`config.mk`:
```
export PLATFORM = sky130hd
export DESIGN_NAME = branch_pc_ctrl
export DESIGN_NICKNAME = d
export VERILOG_FILES = /design/src/rtl/branch_pkg.sv /design/src/rtl/branch_cond.sv /design/src/rtl/branch_pc_ctrl.sv
export SDC_FILE = /design/constraint.sdc
export NUM_CORES = 1
export LEC_CHECK = 0
export CAP_MARGIN = 20
export CORE_MARGIN = 2
export CORE_UTILIZATION = 49
export CTS_BUF_LIST = sky130_fd_sc_hd__clkbuf_4
export DETAILED_ROUTE_END_ITERATION = 7
export MAX_ROUTING_LAYER = met4
export PLACE_DENSITY = 0.91
export SLEW_MARGIN = 40
export SYNTH_ARGS = -nofsm -noshare
export SYNTH_HDL_FRONTEND = slang
export SYNTH_SLANG_ARGS = --single-unit
```
`constraint.sdc`:
```
create_clock -name clk -period 6.3 [get_ports clk]
set_clock_uncertainty 0.05 [all_clocks]
set_input_delay 1.26 -clock clk [delete_from_list [all_inputs] [get_ports clk]]
set_output_delay 1.26 -clock clk [all_outputs]
set_load 0.1 [all_outputs]
```
`src/rtl/branch_pkg.sv`:
```
// Shared types and constants for the branch/PC controller.
// Holds the sequencer state encoding, the RV32I branch funct3 codes and
// the default datapath width used by branch_pc_ctrl and branch_cond.
package branch_pkg;

    // Default datapath width (PC, jump/branch target).
    localparam int XLEN_DEFAULT = 32;

    // Sequencer states of the non-pipelined fetch/execute loop.
    typedef enum logic [1:0] {
        FETCH = 2'd0,
        EXEC  = 2'd1,
        HALT  = 2'd2
    } state_t;

    // B-type funct3 encodings. 010 and 011 are unused and never taken.
    localparam logic [2:0] F3_BEQ  = 3'b000;
    localparam logic [2:0] F3_BNE  = 3'b001;
    localparam logic [2:0] F3_BLT  = 3'b100;
    localparam logic [2:0] F3_BGE  = 3'b101;
    localparam logic [2:0] F3_BLTU = 3'b110;
    localparam logic [2:0] F3_BGEU = 3'b111;

endpackage

```
`src/rtl/branch_cond.sv`:
```
// Branch condition evaluator: maps funct3 and the comparator flags to a
// single taken/not-taken condition. Purely combinational.
//
// The upstream comparator only provides an unsigned less-than. The signed
// less-than is rebuilt from the operand sign bits: when the signs differ,
// the negative operand (msb set) is the smaller one; when they agree, the
// unsigned ordering of two same-signed two's-complement values equals the
// signed ordering.
module branch_cond
    import branch_pkg::*;
(
    input  logic [2:0] funct3_i,
    input  logic       br_eq_i,
    input  logic       br_lt_i,
    input  logic       rs1_msb_i,
    input  logic       rs2_msb_i,
    output logic       cond_o
);

    logic lt_s;

    assign lt_s = (rs1_msb_i != rs2_msb_i) ? rs1_msb_i : br_lt_i;

    // Select the branch condition for the current funct3.
    always_comb begin
        cond_o = 1'b0;
        case (funct3_i)
            F3_BEQ:  cond_o = br_eq_i;
            F3_BNE:  cond_o = ~br_eq_i;
            F3_BLT:  cond_o = lt_s;
            F3_BGE:  cond_o = ~lt_s;
            F3_BLTU: cond_o = br_lt_i;
            F3_BGEU: cond_o = ~br_lt_i;
            default: cond_o = 1'b0;
        endcase
    end

endmodule

```
`src/rtl/branch_pc_ctrl.sv`:
```
// Branch/PC controller for a non-pipelined RV32I core.
//
// Owns the architectural PC, sequences FETCH -> EXEC -> FETCH, resolves
// conditional branches, JAL and JALR, and halts with a sticky trap when a
// taken control transfer lands on a target that is not 4-byte aligned.
//
// Handshakes: in FETCH imem_req is high until imem_ack is seen at a clock
// edge; in EXEC the controller waits for ex_done, at which edge all
// instruction inputs are sampled and the PC is updated. imem_ack outside
// FETCH and ex_done outside EXEC are ignored. HALT drops every handshake
// and is left only through rst.
//
// Optional feature (macro BRANCH_PC_CTRL_PERF_EN): adds saturating counters
// perf_br_cnt / perf_taken_cnt for committed and committed-taken B-type
// instructions. Without the macro those ports and counters do not exist.
//
// dbg_state exposes the sequencer state for observation.
module branch_pc_ctrl
    import branch_pkg::*;
#(
    parameter int             XLEN     = XLEN_DEFAULT,
    parameter logic [XLEN-1:0] RESET_PC = '0
) (
    input  logic            clk,
    input  logic            rst,
    input  logic            imem_ack,
    input  logic            ex_done,
    input  logic            is_branch,
    input  logic            is_jal,
    input  logic            is_jalr,
    input  logic [2:0]      funct3,
    input  logic            br_eq,
    input  logic            br_lt,
    input  logic            rs1_msb,
    input  logic            rs2_msb,
    input  logic [XLEN-1:0] target,
    output logic [XLEN-1:0] pc,
    output logic [XLEN-1:0] pc_plus4,
    output logic            imem_req,
    output logic            commit,
    output logic            br_taken,
    output logic            trap,
    output logic [XLEN-1:0] trap_pc,
`ifdef BRANCH_PC_CTRL_PERF_EN
    output logic [31:0]     perf_br_cnt,
    output logic [31:0]     perf_taken_cnt,
`endif
    output logic [1:0]      dbg_state
);

    state_t          state_q;
    logic [XLEN-1:0] pc_q;
    logic [XLEN-1:0] trap_pc_q;
    logic            commit_q;
    logic            br_taken_q;
    logic            trap_q;

    logic            cond;
    logic            br_sel;
    logic            take_d;
    logic            misalign_d;
    logic [XLEN-1:0] next_pc_d;
    logic            retire;

    branch_cond u_cond (
        .funct3_i  (funct3),
        .br_eq_i   (br_eq),
        .br_lt_i   (br_lt),
        .rs1_msb_i (rs1_msb),
        .rs2_msb_i (rs2_msb),
        .cond_o    (cond)
    );

    // Link value; wraps naturally modulo 2^XLEN.
    assign pc_plus4 = pc_q + {{(XLEN-3){1'b0}}, 3'b100};

    // Resolve the control transfer of the instruction in EXEC.
    // Priority when several type flags are set: JALR > JAL > branch.
    always_comb begin
        br_sel     = is_branch & ~is_jal & ~is_jalr;
        take_d     = is_jalr | is_jal | (br_sel & cond);
        next_pc_d  = pc_plus4;
        if (is_jalr) begin
            next_pc_d = {target[XLEN-1:1], 1'b0};
        end else if (take_d) begin
            next_pc_d = target;
        end
        misalign_d = take_d & (next_pc_d[1:0] != 2'b00);
    end

    // An instruction retires when EXEC completes without a misaligned target.
    assign retire = (state_q == EXEC) & ex_done & ~misalign_d;

    // Sequencer, PC register and registered status outputs.
    always_ff @(posedge clk) begin
        if (rst) begin
            state_q    <= FETCH;
            pc_q       <= RESET_PC;
            commit_q   <= 1'b0;
            br_taken_q <= 1'b0;
            trap_q     <= 1'b0;
            trap_pc_q  <= '0;
        end else begin
            commit_q <= 1'b0;
            case (state_q)
                FETCH: begin
                    if (imem_ack) begin
                        state_q <= EXEC;
                    end
                end
                EXEC: begin
                    if (ex_done) begin
                        if (misalign_d) begin
                            state_q   <= HALT;
                            trap_q    <= 1'b1;
                            trap_pc_q <= pc_q;
                        end else begin
                            state_q    <= FETCH;
                            pc_q       <= next_pc_d;
                            commit_q   <= 1'b1;
                            br_taken_q <= take_d;
                        end
                    end
                end
                HALT: begin
                    state_q <= HALT;
                end
                default: begin
                    state_q <= FETCH;
                end
            endcase
        end
    end

    assign pc        = pc_q;
    assign imem_req  = (state_q == FETCH);
    assign commit    = commit_q;
    assign br_taken  = br_taken_q;
    assign trap      = trap_q;
    assign trap_pc   = trap_pc_q;
    assign dbg_state = state_q;

`ifdef BRANCH_PC_CTRL_PERF_EN
    logic [31:0] perf_br_q;
    logic [31:0] perf_taken_q;

    // Saturating counts of retired B-type and retired taken B-type instructions.
    always_ff @(posedge clk) begin
        if (rst) begin
            perf_br_q    <= '0;
            perf_taken_q <= '0;
        end else if (retire && br_sel) begin
            if (perf_br_q != 32'hFFFF_FFFF) begin
                perf_br_q <= perf_br_q + 32'd1;
            end
            if (cond && (perf_taken_q != 32'hFFFF_FFFF)) begin
                perf_taken_q <= perf_taken_q + 32'd1;
            end
        end
    end

    assign perf_br_cnt    = perf_br_q;
    assign perf_taken_cnt = perf_taken_q;
`else
    logic unused_retire;
    assign unused_retire = retire;
`endif

endmodule

```
==> flow_summary.toml <==
[outcome]
status = "finished, violations left"
violations = "design-rule violations"

[clock_network]
clk_latency_ns = 0.43
htree_levels = 3
root_buffer = "clkbuf_4"
cts-buffers-inserted = 9
clock_sinks = 69
cts.clk_slew.worst_paths_ns = 0.12
cts_resized = 0
clockBufferDepth = 2
cts_hold_buffers = 0
cts_setup_buffers = 0
cts_tree = "yes"

[floorplan]
top_level_ports = 148
start_util_pct = 51.3
core_um2 = 7330
num_rows = 31
die-area_um2 = 8390
fp.dieW_um = 91.6
fp.dieH_um = 91.6

[synthesis]
synth-edff-count = 0
synth_top_family_by_area = "compound AO/OA/AOI/OAI gates"
synth.area.mux_share_pct = 1.86
synthCells = 468
synth-compound-area-share_pct = 25.4
synth.top_cell.area_share_pct = 36.7
synth.area.top_cells = "dfxtp_1, a21oi_1, nand3_1"
synthXorXnorAreaFrac_pct = 6.75
ys_types = 51
syn-cell-area_um2 = 3760
yosysSeqAreaShare_pct = 36.7
ys_seq_elements = 69
synth-adder-area-share_pct = 0.333
yosys_warnings = 0
synth_most_common_cell = "dfxtp_1"
async_flop_share_pct = 0
synth_ff_type = "dfxtp_1"
yosys.area_share.simple_pct = 21.2
synth_top_area_cell = "dfxtp_1"
synth_common_cells = "dfxtp_1, a21oi_1, nand3_1"
avgSynthCellArea_um2 = 8.04
synth.net_count = 515

[sta]
min_period_over_period_pct = 69.0
holdWs_ns = 0.436
worst_pin_slew_ns = 0.797
fin_crit_ns = 4.35
rsz0062_at_grt = "no"
fmax_ghz = 0.230
slew_headroom_pct = 46.7
finalSetupViolCount = 0
drv_slew = 0
setup_tns_ns = 0
hold_viol_final = 0

[grt]
track_usage_pct = 30.0
grt_pass1_vias = 4048
antenna_found_initial = 0
met2_usage_pct = 46.9
grt_use_met3_pct = 6.16
top_usage_layer = "met2"
grt_pass1_wl_um = 20100
grt-ovfl-total = 0
grt_start_max_net_pins = 61
met1_usage_pct = 37.5

[job]
max-cap-violations = 0

[worst_setup_path]
arrival_ns = 3.04
required_ns = 4.99
critPathMaxFanout = 9
path_buf_inv = 1
critPathSlowestCell = "nor2_1"
critPathKind = "reg -> out"
reg2reg_depth = 7
cp.depth = 6
path_cells = "ha_1 -> nand3_1 -> nor2_1 -> nand4_1 -> xnor2_1 -> buf_2"
critPathCaptureType = "primary output"
critPathMaxStageDelay_ns = 0.61
cp-start-kind = "flip-flop"
crit_family = "simple AND/OR/NAND/NOR gates"

[layout]
nets = 634
syn2layout_area_growth_pct = 29.7
multiInputGateArea_um2 = 2120
seqCellArea_um2 = 1380
antenna_cells = 0
fillCellCount = 624
fin_cells = 691
drive_gt1_share_pct = 24.5

[pwr]
power.total_mw = 1.08
p_per_area_nw_per_um2 = 222
total_leakage_power_nw = 1.98
peakVddDrop_v = 0.000124

[detailed_routing]
drtIter0Drc = 473
postRouteAntennaNets = 0
wl_um = 12600
wire_per_inst_um = 18.2
firstDrtPassIters = 8
viasPerCell = 6.14
drc_errors = 1
via_count = 4242

[hold_path]
holdPathStages = 2
hold_path_class = "reg -> reg"

[placed_design]
place_inst = 675
gp_congestion = 0.879
port_buffers = 147
dpl.hpwl_um = 8440
[final cells by class]
type	instances	area share, %
inverter	23	1.77
clock inverter	7	2.33
multi-input combinational	333	43.4
sequential	69	28.3
clock buffer	9	1.38
timing repair buffer	151	20.2
tap	99	2.54
[where the power goes]
part,internal (mW),leakage (nW),switching (mW)
clock,0.199,0.0896,0.176
sequential,0.445,0.557,0.0140
combinational,0.0606,1.33,0.191
total,0.704,1.98,0.381
[registers in the layout, indices dropped and copies added (netlist names)]
register and flops:
trap_pc 32, pc 32, commit 1, trap 1, dbg_state 2, br_taken 1
[cells by family (layout without fill, tap and decap cells)]
| family | Yosys count | in the layout |
|---|---|---|
| muxes | 7 | 7 |
| and+or+nand+nor | 147 | 147 |
| adders and majority gates | 1 | 1 |
| DFF | 69 | 69 |
| xor gates and xnor gates | 29 | 29 |
| buffers and inverters | 66 | 190 |
| AOI/OAI and AO/OA | 149 | 149 |
[routing by layer]
metal | wire [um] | share of wire [%]
met1 | 5040 | 40
met2 | 6010 | 48
met3 | 1200 | 9.6
met4 | 311 | 2.5
met5 | 0 | 0
[cell usage in the layout, fill, tap and decap left out, drive strengths merged, types with 2 or more instances in the layout]
cell	instances
a2111oi	2
a211o	2
a211oi	24
a21boi	2
a21oi	54
a311oi	2
a31oi	2
and2	4
and3	12
and4	2
buf	107
bufinv	3
clkbuf	9
clkdlybuf4s50	44
clkinv	3
clkinvlp	2
dfxtp	69
inv	22
mux2i	7
nand2	17
nand3	49
nand4	11
nor2	22
nor2b	2
nor3	15
nor4	5
o21ai	34
o221a	2
o31ai	2
o32ai	18
or2	2
or3	3
xnor2	26
xor2	3
[stage by stage]
stage | cell area [um^2] | setup slack, ns | util [%]
finish | 4880 | 1.95 | 66.5
global route | 4880 | 1.74 | 66.5
CTS | 4870 | 1.94 | 66.4
detailed placement | 4690 | 1.61 | 64.0
global placement | 5190 | 1.69 | 70.8
floorplan | 3760 | 1.09 | -
[final timing paths]
path / start / to / slack [ns]
setup reg to reg: pc[2] / pc[30] / 3.66
hold reg to reg: trap_pc[26] / trap_pc[26] / 0.44
hold / removal: trap_pc[26] / trap_pc[26] / 0.44
setup / recovery: pc[2] / pc_plus4[30] / 1.95
[worst min-delay path: cells and delay by family, from the launching register on]
| family | cells | cell delay, ns |
|---|---|---|
| compound gates | 2 | 0.12 |
| flops | 1 | 0.33 |
Power figures use the tool's default switching activity.
